[src/rtl/tty_pkg.sv]
// Shared ASCII constants and byte classification for the tty console sink.
package tty_pkg;

  localparam logic [7:0] ASCII_LF  = 8'h0A;
  localparam logic [7:0] ASCII_CR  = 8'h0D;
  localparam logic [7:0] ASCII_BS  = 8'h08;
  localparam logic [7:0] ASCII_SP  = 8'h20;
  localparam logic [7:0] ASCII_DEL = 8'h7F;

  typedef enum logic [2:0] {
    CC_PRINT = 3'd0,
    CC_LF    = 3'd1,
    CC_CR    = 3'd2,
    CC_BS    = 3'd3,
    CC_OTHER = 3'd4
  } char_class_t;

  // DEL (0x7F) sits just above the printable range and falls into CC_OTHER.
  function automatic char_class_t classify(input logic [7:0] c);
    char_class_t cls;
    if ((c >= ASCII_SP) && (c < ASCII_DEL)) begin
      cls = CC_PRINT;
    end else begin
      case (c)
        ASCII_LF: cls = CC_LF;
        ASCII_CR: cls = CC_CR;
        ASCII_BS: cls = CC_BS;
        default:  cls = CC_OTHER;
      endcase
    end
    return cls;
  endfunction

endpackage

[src/rtl/tty_if.sv]
// Byte-write strobe and status bus between the CPU I/O path and the tty sink.
interface tty_if;

  logic [7:0]  data;
  logic        enabled;
  logic [6:0]  column;
  logic [15:0] char_count;
  logic [15:0] line_count;
  logic [7:0]  last_char;
  logic        newline;

  modport master (
    output data, enabled,
    input  column, char_count, line_count, last_char, newline
  );

  modport slave (
    input  data, enabled,
    output column, char_count, line_count, last_char, newline
  );

endinterface

[src/rtl/tty_line_buffer.sv]
// One-line character store: single write port plus a synchronous clear that
// refills every cell with spaces.
module tty_line_buffer
  import tty_pkg::*;
#(
  parameter int LINE_WIDTH = 80
) (
  input  logic       clock,
  input  logic       reset_n,
  input  logic [6:0] addr,
  input  logic [7:0] wdata,
  input  logic       we,
  input  logic       clr
);

  localparam logic [6:0] DEPTH = 7'(LINE_WIDTH);

  logic [7:0] mem_r [LINE_WIDTH];

  // Cell storage; clear takes priority over a same-cycle write.
  always_ff @(posedge clock or negedge reset_n) begin
    if (!reset_n) begin
      for (int i = 0; i < LINE_WIDTH; i++) mem_r[i] <= ASCII_SP;
    end else if (clr) begin
      for (int i = 0; i < LINE_WIDTH; i++) mem_r[i] <= ASCII_SP;
    end else if (we && (addr < DEPTH)) begin
      mem_r[addr] <= wdata;
    end
  end

endmodule

[src/rtl/tty.sv]
// Console terminal sink: decodes each accepted byte into cursor, line and
// character counters, stores printable bytes in the line buffer.
module tty
  import tty_pkg::*;
#(
  parameter int LINE_WIDTH = 80,
  parameter bit ECHO       = 1'b1
) (
  input logic  clock,
  input logic  reset_n,
  tty_if.slave bus
);

  localparam logic [6:0] LAST_COL = 7'(LINE_WIDTH - 1);

  logic [6:0]  column_r,     column_s;
  logic [15:0] char_count_r, char_count_s;
  logic [15:0] line_count_r, line_count_s;
  logic [7:0]  last_char_r,  last_char_s;
  logic        newline_r,    newline_s;
  logic        we_s;
  logic        clr_s;
  char_class_t cls_s;

  // Next-state decode of the byte presented on this edge.
  always_comb begin
    column_s     = column_r;
    char_count_s = char_count_r;
    line_count_s = line_count_r;
    last_char_s  = last_char_r;
    newline_s    = 1'b0;
    we_s         = 1'b0;
    clr_s        = 1'b0;
    cls_s        = classify(bus.data);
    if (bus.enabled) begin
      char_count_s = char_count_r + 16'd1;
      last_char_s  = bus.data;
      case (cls_s)
        CC_PRINT: begin
          we_s = 1'b1;
          if (column_r >= LAST_COL) begin
            column_s     = 7'd0;
            line_count_s = line_count_r + 16'd1;
            newline_s    = 1'b1;
          end else begin
            column_s = column_r + 7'd1;
          end
        end
        CC_LF: begin
          column_s     = 7'd0;
          line_count_s = line_count_r + 16'd1;
          newline_s    = 1'b1;
          clr_s        = 1'b1;
        end
        CC_CR: column_s = 7'd0;
        CC_BS: begin
          if (column_r != 7'd0) begin
            column_s = column_r - 7'd1;
          end else begin
            column_s = 7'd0;
          end
        end
        CC_OTHER: column_s = column_r;
        default:  column_s = column_r;
      endcase
    end else begin
      newline_s = 1'b0;
    end
  end

  // Status registers; counters wrap naturally at 16 bits.
  always_ff @(posedge clock or negedge reset_n) begin
    if (!reset_n) begin
      column_r     <= 7'd0;
      char_count_r <= 16'd0;
      line_count_r <= 16'd0;
      last_char_r  <= 8'h00;
      newline_r    <= 1'b0;
    end else begin
      column_r     <= column_s;
      char_count_r <= char_count_s;
      line_count_r <= line_count_s;
      last_char_r  <= last_char_s;
      newline_r    <= newline_s;
    end
  end

  tty_line_buffer #(.LINE_WIDTH(LINE_WIDTH)) u_buf (
    .clock   (clock),
    .reset_n (reset_n),
    .addr    (column_r),
    .wdata   (bus.data),
    .we      (we_s),
    .clr     (clr_s)
  );

  assign bus.column     = column_r;
  assign bus.char_count = char_count_r;
  assign bus.line_count = line_count_r;
  assign bus.last_char  = last_char_r;
  assign bus.newline    = newline_r;

`ifndef SYNTHESIS
  // Simulation-only console echo of every accepted byte.
  always_ff @(posedge clock) begin
    if (ECHO && reset_n && bus.enabled) $write("%c", bus.data);
  end
`endif

endmodule

[src/flat_wrapper.sv]
// flat-port wrapper written by rule: the top's interface ports become plain ports
module tty_flat import tty_pkg::*;
#(
  parameter int LINE_WIDTH = 80,
  parameter bit ECHO       = 1'b1
)
  (clock, reset_n, bus_data, bus_enabled, bus_column, bus_char_count, bus_line_count, bus_last_char, bus_newline);
  tty_if bus_i ();
  input logic clock;
  input logic reset_n;
  input wire logic [$bits(bus_i.data)-1:0] bus_data;
  input wire logic [$bits(bus_i.enabled)-1:0] bus_enabled;
  output wire logic [$bits(bus_i.column)-1:0] bus_column;
  output wire logic [$bits(bus_i.char_count)-1:0] bus_char_count;
  output wire logic [$bits(bus_i.line_count)-1:0] bus_line_count;
  output wire logic [$bits(bus_i.last_char)-1:0] bus_last_char;
  output wire logic [$bits(bus_i.newline)-1:0] bus_newline;
  assign bus_i.data = bus_data;
  assign bus_i.enabled = bus_enabled;
  assign bus_column = bus_i.column;
  assign bus_char_count = bus_i.char_count;
  assign bus_line_count = bus_i.line_count;
  assign bus_last_char = bus_i.last_char;
  assign bus_newline = bus_i.newline;
  tty #(.LINE_WIDTH(LINE_WIDTH), .ECHO(ECHO)) u_core (.clock(clock), .reset_n(reset_n), .bus(bus_i));
endmodule
[config.mk]
export PLATFORM = sky130hd
export DESIGN_NAME = tty_flat
export DESIGN_NICKNAME = d
export VERILOG_FILES = /design/src/rtl/tty_pkg.sv /design/src/rtl/tty_if.sv /design/src/rtl/tty_line_buffer.sv /design/src/rtl/tty.sv /design/src/flat_wrapper.sv
export SDC_FILE = /design/constraint.sdc
export NUM_CORES = 1
export LEC_CHECK = 0
export CORE_AREA = 2 2 87 89
export DETAILED_ROUTE_END_ITERATION = 8
export DIE_AREA = 0 0 89 91
export SYNTH_ARGS = -nofsm -noshare
export SYNTH_HDL_FRONTEND = slang
export SYNTH_SLANG_ARGS = --single-unit
[constraint.sdc]
create_clock -name clock -period 2.43 [get_ports clock]
set_input_delay 0.486 -clock clock [delete_from_list [all_inputs] [get_ports clock]]
set_output_delay 0.486 -clock clock [all_outputs]
set_load 0.02 [all_outputs]
==> impl.org <==
** Global route
- Global Route met2 Usage :: about 22%
- Met3 demand-to-capacity share in global routing :: 3.64%
- The number of global-route vias before repair was 1992.
- All-layer global routing usage :: 14.9%
- met2 is the most crowded layer.
- The first global-routing pass estimated just under 10000 microns of wire.
- Entering global routing, the biggest net connects around 50 pins.
- Remaining global-route overflow :: 0
- Initial antenna violation count :: 0
- Routing usage on met1 :: 21.7%

** Routing
- The first TritonRoute pass finished after 4 iterations.
- For this block, the initial DRC count from the detailed router was between 60 and 70.
- Routed WL per cell :: 14.2 microns
- In the routed design, unresolved DRC markers number 0.
- DR vias :: 1975
- Antenna-violating nets left :: 0
- Using the TritonRoute via totals, the vias-per-cell ratio works out to between 4 and 5.
- The routed design has 5640 microns of wire.

** Placed design
- OpenSTA, run right after detailed placement, puts the worst setup slack at -0.0148 ns.
- The wire-length estimate of the detail-placed layout is a little over 4000 microns.
- Counting tap cells, the placed design contains a total of between 300 and 400 instances.
- Routability-driven placement finished with a final weighted congestion of 0.813.
- Input and output buffers added on the ports amount to 58.

** Timing
- The worst path uses ~88% of the clock period.
- Crit path time final :: ~2.1 ns
- Max-slew headroom :: a little under three quarters
- Setup_tns :: 0 ns
- The clock arrives with between 0.004 and 0.005 ns of skew.
- At the pin with the least slew margin, the transition time is about 0.42 ns.
- Fmax :: approximately 470 MHz
- Final count of negative-setup-slack endpoints :: 0
- After layout, the worst setup slack is about 0.3 ns.
- Max-slew violation count :: 0
- Count of final hold-check violations :: 0
- Setup repair after global routing left no endpoint under its margin.

** Worst setup path
- Critical path startpoint :: bus_data[5]
- For the worst setup path, the data required time is between 2 and 3 ns.
- Data arrival time of the worst path :: between 2 and 2.5 ns
- Of all nets on the critical path, the largest fanout is 9.
- Counting cells, the worst reg-to-reg path comes to 6.
- Critical R2R Launch :: u_core.bus.column[1]
- Setup slack on the worst reg-to-reg path comes out at around 0.48 ns.
- STA classifies the critical path endpoint as a register.
- Worst flop-to-flop path endpoint :: u_core.bus.line_count[1]
- Worst Path Class, Setup :: input port to register
- End point of the critical path :: u_core.bus.column[6]
- The worst setup path is launched from an input port.

** Clock tree
- The root buffer cell chosen for the clock tree is sky130_fd_sc_hd__clkbuf_8.
- Setup fix buffers added after clock tree synthesis :: 0
- Maximum count of clock buffers along a single path :: 2
- Depth of the CTS H-tree :: 2
- The clock reaches the later pin of the worst-skew pair after approximately 0.3 ns.
- After clock tree synthesis, the clock-pin slew on the worst setup and hold paths is roughly 0.09 ns.
- Clock tree synthesis found a total of 48 sinks.
- Number of buffers created by CTS :: 5
- The number of hold buffers added after CTS was 0.
- After clock tree synthesis, the repair step resized 0 gates.
- Clock tree from TritonCTS :: done

** Die
- The region available for standard cell placement spans slightly above 7000 sq um.
- The floorplan has 31 rows.
- Number of ports placed on the die boundary :: just under 60
- Once the floorplan was initialized, standard cells occupied between 30% and 40% of the core.
- The die is between 80 and 90 microns wide.
- Chip height :: about 91 microns
- The die covers 8100 sq um.

** Synthesis
- The average instance in the mapped netlist occupies roughly 11 sq um.
- Number of synthesis warnings :: 0
- Adder and majority cell fraction of the synthesized area :: between 2 and 3%
- Post-synth EDFFs :: 0
- The cell area that synthesis handed to floorplanning was 2460 sq um.
- Among all flip-flop cells after synthesis, the most frequent one is sky130_fd_sc_hd__dfrtp_1.
- The synthesized netlist devotes between 10% and 20% of its cell area to compound gates.
- Main combinational cell family by area after synthesis :: simple AND/OR/NAND/NOR gates
- Async S/R FF share, synth :: 100%
- Number of instances in the synthesized netlist :: around 230
- Mux contribution to synthesized area :: 5.40%
- Sequential element share of the synthesized area :: between 40 and 50%
- #FFs+latches synth :: 48
- The number of different library cells used by synthesis comes to just over 50.
- Post-synthesis xor/xnor area fraction :: around a tenth
- Syn nets :: around 240
- Of the total synthesized cell area, the portion taken by AND, OR, NAND and NOR gates is ~20%.

** Worst hold path
- Min-delay worst type :: input port to async pin

** Power and ir drop
- For this design the static power due to leakage is roughly 1.4 nW.
- VDD sags by at most between 0.2 and 0.3 mV.
- The design draws approximately 2.4 mW.
- In this run the power density over the cells is 717 nW/um^2.

** Finish
- The library cell used most frequently in the layout, excluding fill and tap cells, is sky130_fd_sc_hd__clkdlybuf4s50_1.
- The number of antenna diodes in the final layout is 0.
- Post-Layout Cell Count :: 397
- Highest-count cells in the layout ignoring fill and taps :: sky130_fd_sc_hd__clkdlybuf4s50_1 (57), sky130_fd_sc_hd__dfrtp_1 (48), sky130_fd_sc_hd__xnor2_1 (24)
- Fraction of final layout cells sized beyond drive strength 1 :: roughly 15%
- The final layout contains 313 nets.
- Synthesis-to-finish area growth :: 35.7%
- Final core area utilization :: a little under half

** Outcome
- Outcome :: complete, no violations

** Flow run
- Max-Cap Viols :: 0
## how the worst min path moves through the flow
stage | start | end | cells after the start
6_report | reset_n | u_core.bus.last_char[2] | 2
5_1_grt | reset_n | u_core.bus.last_char[7] | 2
4_1_cts | reset_n | u_core.bus.column[3] | 2
3_5_place_dp | u_core.bus.char_count[15] | u_core.bus.char_count[15] | 1
3_3_place_gp | u_core.bus.char_count[15] | u_core.bus.char_count[15] | 1
2_1_floorplan | reset_n | u_core.bus.char_count[0] | 0
## Yosys cell counts (all sizes together), types with 3 or more instances
| cell type | instances | area share (%) |
|---|---|---|
| dfrtp | 48 | 49 |
| xnor2 | 24 | 8.6 |
| nand2 | 22 | 3.4 |
| nand3 | 13 | 2.6 |
| nand4 | 12 | 3.1 |
| nor2 | 11 | 1.7 |
| mux2 | 10 | 4.6 |
| and3 | 9 | 2.3 |
| inv | 6 | 0.92 |
| o21ai | 6 | 1.4 |
| xor2 | 6 | 2.1 |
| a21oi | 5 | 1.0 |
| ha | 5 | 2.5 |
| clkbuf | 4 | 0.61 |
| nor3 | 4 | 0.82 |
| buf | 3 | 0.56 |
| nor4 | 3 | 1.0 |
| o211ai | 3 | 1.1 |
## area by class of cell
type                            count  area, sq um
Multi-Input combinational cell    165         1200
Tap cell                           99          124
Clock inverter                      2         13.8
Timing Repair Buffer               71          686
Inverter                            6         22.5
Clock buffer                        6         82.6
Sequential cell                    48         1200
Fill cell                         720         3800
## metal layers
layer / vias to the layer above / share of wire (%)
met5: - / 0
met1: 949 / 48
li1: 954 / -
met4: 0 / 1.1
met3: 4 / 6.5
met2: 68 / 44
## metrics by stage
stage,area [sq um],hold slack [ns]
3_3_place_gp,3240,0.461
4_1_cts,3330,0.161
5_1_grt,3330,0.171
3_5_place_dp,3240,0.468
2_1_floorplan,2460,0.190
6_report,3330,0.158
## cell families (layout without fill, tap and decap cells)
family                   count (synthesis)  in the layout
multiplexers                            12             12
buffers and inverters                   13             85
AND/OR/NAND/NOR                         87             87
AO/OA/AOI/OAI                           31             31
flip-flops                              48             48
XOR/XNOR                                30             30
adder cells (fa/ha/maj)                  5              5
## power by group
group,switching [mW],internal (mW),leakage [nW]
registers,0.152,0.914,0.622
clock network,0.285,0.233,0.0516
logic,0.409,0.395,0.717
## state kept, by name (all words and copies together), names as in the netlist
signal                 count
u_core.bus.char_count     16
u_core.bus.column          7
u_core.bus.last_char       8
u_core.bus.line_count     16
u_core.bus.newline         1
## critical path: stages
cell	delay, ns
sky130_fd_sc_hd__clkdlybuf4s50_1	0.52
sky130_fd_sc_hd__or4_4	0.54
sky130_fd_sc_hd__a211oi_4	0.39
sky130_fd_sc_hd__nor3b_2	0.23
sky130_fd_sc_hd__mux2i_1	0.08
sky130_fd_sc_hd__o311ai_1	0.09
Power figures use the tool's default switching activity.
==> edit: new RTL, same flow settings <==
`LINE_WIDTH` is set to 80 in 3 places; all go to 120.
--- a/src/rtl/tty_line_buffer.sv
+++ b/src/rtl/tty_line_buffer.sv
@@ -5,3 +5,3 @@
 #(
-  parameter int LINE_WIDTH = 80
+  parameter int LINE_WIDTH = 120
 ) (
--- a/src/rtl/tty.sv
+++ b/src/rtl/tty.sv
@@ -5,3 +5,3 @@
 #(
-  parameter int LINE_WIDTH = 80,
+  parameter int LINE_WIDTH = 120,
   parameter bit ECHO       = 1'b1
--- a/src/flat_wrapper.sv
+++ b/src/flat_wrapper.sv
@@ -3,3 +3,3 @@
 #(
-  parameter int LINE_WIDTH = 80,
+  parameter int LINE_WIDTH = 120,
   parameter bit ECHO       = 1'b1
Behaviour: no difference found for any inputs over 10 cycles, from zero or initial values and one cycle with reset_n low; that may be too few to reach the edited logic, so the function may still have changed.
==> edit against the original RTL <==
Count of clock-buffer cells in the layout is the same; sequential cell count stayed put; design area down 0.79%; worst setup slack got worse by 100 ps; first-iteration DRC count increased by 36%; wire length down 3.3%; synthesized area increased by 0.15%; power down 2.9%; largest cell class is now flip-flops and latches.
==> edit: results (changes against the original RTL) <==
- Status: completed (unchanged)
- Num CTS Buffers: 5 (unchanged)
- Setup Skew: 4.32 ps (was 4.09 ps)
- Critical path peak fanout: 6 (was 9)
- Headroom to the max-slew limit: 65.6% (was 71.7%)
- CTS root buf: clkbuf_8 (unchanged)
- Yosys cell types: 51 (unchanged)
- Ys async rst share: 100% (unchanged)
- Htree depth: 2 (unchanged)
- Post-CTS setup buffer count: 0 (unchanged)
- Syn Nets: 230 (was 242)
- Clock slew at the register clock pins of the worst setup and hold paths: 90 ps (about the same)
- Share of cells above drive strength 1: 15.4% (was 15.1%)
- Global-route wire length before repair: 9.28 mm (was 9.66 mm)
- Synth Instances: 215 (was 226)
- NumNets Final: 300 (was 313)
- HPWL after DPL: 4.09 mm (was 4.03 mm)
- DP Cell Count: 377 (was 389)
- ANT cells: 0 (unchanged)
- Placer Congestion: 0.835 (was 0.813)
- Via count: 1899 (was 1975)
- Vias per cell: 4.93 (was 4.97)
- DR iter-0 viols: 90 (was 66)
- Hold Path Class: primary input to asynchronous set/reset pin (unchanged)
- Sequential element share of the synthesized area: 48.8% (was 48.9%)
- DRC violation count after routing: 0 (unchanged)
- Post-synth top cells: dfrtp_1, xnor2_1, nand3_1 (was dfrtp_1, xnor2_1, nand2_1)
- IO Port Bufs: 58 (unchanged)
- Largest cells by area after synthesis: dfrtp_1, xnor2_1, mux2_2 (unchanged)
- Ys Warns: 0 (unchanged)
- Most used DFF post-synth: dfrtp_1 (unchanged)
- Sum Neg Setup Slack: 0 ps (unchanged)
- Drt first pass iters: 4 (unchanged)
- Wire per inst: 14.2 um (about the same)
- Int Pwr: 0.00153 W (was 0.00154 W)
- Total global-route track usage: 14.3% (was 14.9%)
- Initial antenna violation count: 0 (unchanged)
- Lkg Pwr: 1.35 nW (was 1.39 nW)
- Clk_lat worst skew: 290 ps
- Cts repair resizes: 0 (unchanged)
- Fillers: 688 (was 720)
- Worst vdd ir: 0.000281 V (was 0.000286 V)
- Cts hold-fix bufs: 0 (unchanged)
- Max Root-Sink Buffers: 2 (unchanged)
- Pin count of the biggest net entering global routing: 28 (was 49)
- Vias in the first global route: 1878 (was 1992)
-- edit: cell count changes after synthesis, moves of 3 or more --
cell     before  now
inv_1         6    3
buf_6         0    4
o21ai_0       1    6
a21oi_1       5    0
o21ai_1       4    0
nor2_1       11    7
and4_1        0    5
nand3_1      13   17
nand2_1      22   16
-- edit: area by class of cell --
cell class                      count  share of cell area, %
Clock inverter                      2                  0.416
Inverter                            3                  0.341
Multi-Input combinational cell    154                   35.5
Clock buffer                        6                   2.50
Tap cell                           99                   3.75
Timing Repair Buffer               73                   21.2
Sequential cell                    48                   36.3
-- edit: power by group through the flow --
| stage | clock network (W) | registers [W] | logic (W) |
|---|---|---|---|
| final | 0.000505 | 0.00104 | 0.000772 |
| after global placement | 0 | 0.00106 | 0.000774 |
| after detailed placement | 0 | 0.00106 | 0.000777 |
| after floorplan | 0 | 0.00115 | 0.000323 |
| after global routing | 0.000571 | 0.00107 | 0.000838 |
| after CTS | 0.000528 | 0.00105 | 0.000780 |
-- edit: metrics by stage --
stage	instance area [um^2]	setup WS [ps]	utilization, %
after floorplan	2460	293	-
after global placement	3210	6.98	45.0
after detailed placement	3210	-62.7	45.0
after CTS	3310	174	46.3
after global routing	3310	6.12	46.3
final	3310	187	46.3
-- edit: metal layers --
layer	wire, um	global-route usage, %	vias up
met5	0	0	-
met3	281	3.09	2
met4	49	3.73	0
met1	2550	20.6	927
li1	-	-	918
met2	2570	21.8	52
-- edit: worst paths after layout --
path,startpoint,to,slack (ps),cells after the start
worst max-delay path,u_core.bus.column[0]$_DFFE_PN0P_,u_core.bus.column[4]$_DFFE_PN0P_,190,8
worst min-delay path,reset_n,u_core.bus.newline$_DFF_PN0_,150,1
worst max register to register,u_core.bus.column[0]$_DFFE_PN0P_,u_core.bus.column[4]$_DFFE_PN0P_,190,8
worst min register to register,u_core.bus.char_count[15]$_DFFE_PN0P_,u_core.bus.char_count[15]$_DFFE_PN0P_,480,1
max in group asynchronous,reset_n,u_core.bus.char_count[14]$_DFFE_PN0P_,1760,2
min in group clock,u_core.bus.char_count[15]$_DFFE_PN0P_,u_core.bus.char_count[15]$_DFFE_PN0P_,480,1
-- edit: cells by family after synthesis --
logic type	count (synthesis)	share of synthesized area (%)
fa+ha+maj	4	2.03
xor+xnor	31	11.0
compound gates	25	9.46
simple gates	82	19.8
buf+inv	13	3.46
mux	12	5.39
flops	48	48.8
-- edit: worst max-delay path, stage by stage, from the launching register on --
cell     delay [ps]
dfrtp_1         450
inv_1            80
ha_1            180
or3b_1          450
nor4_2          260
nor2_1          100
buf_4           160
a21o_1          170
a211o_1         280
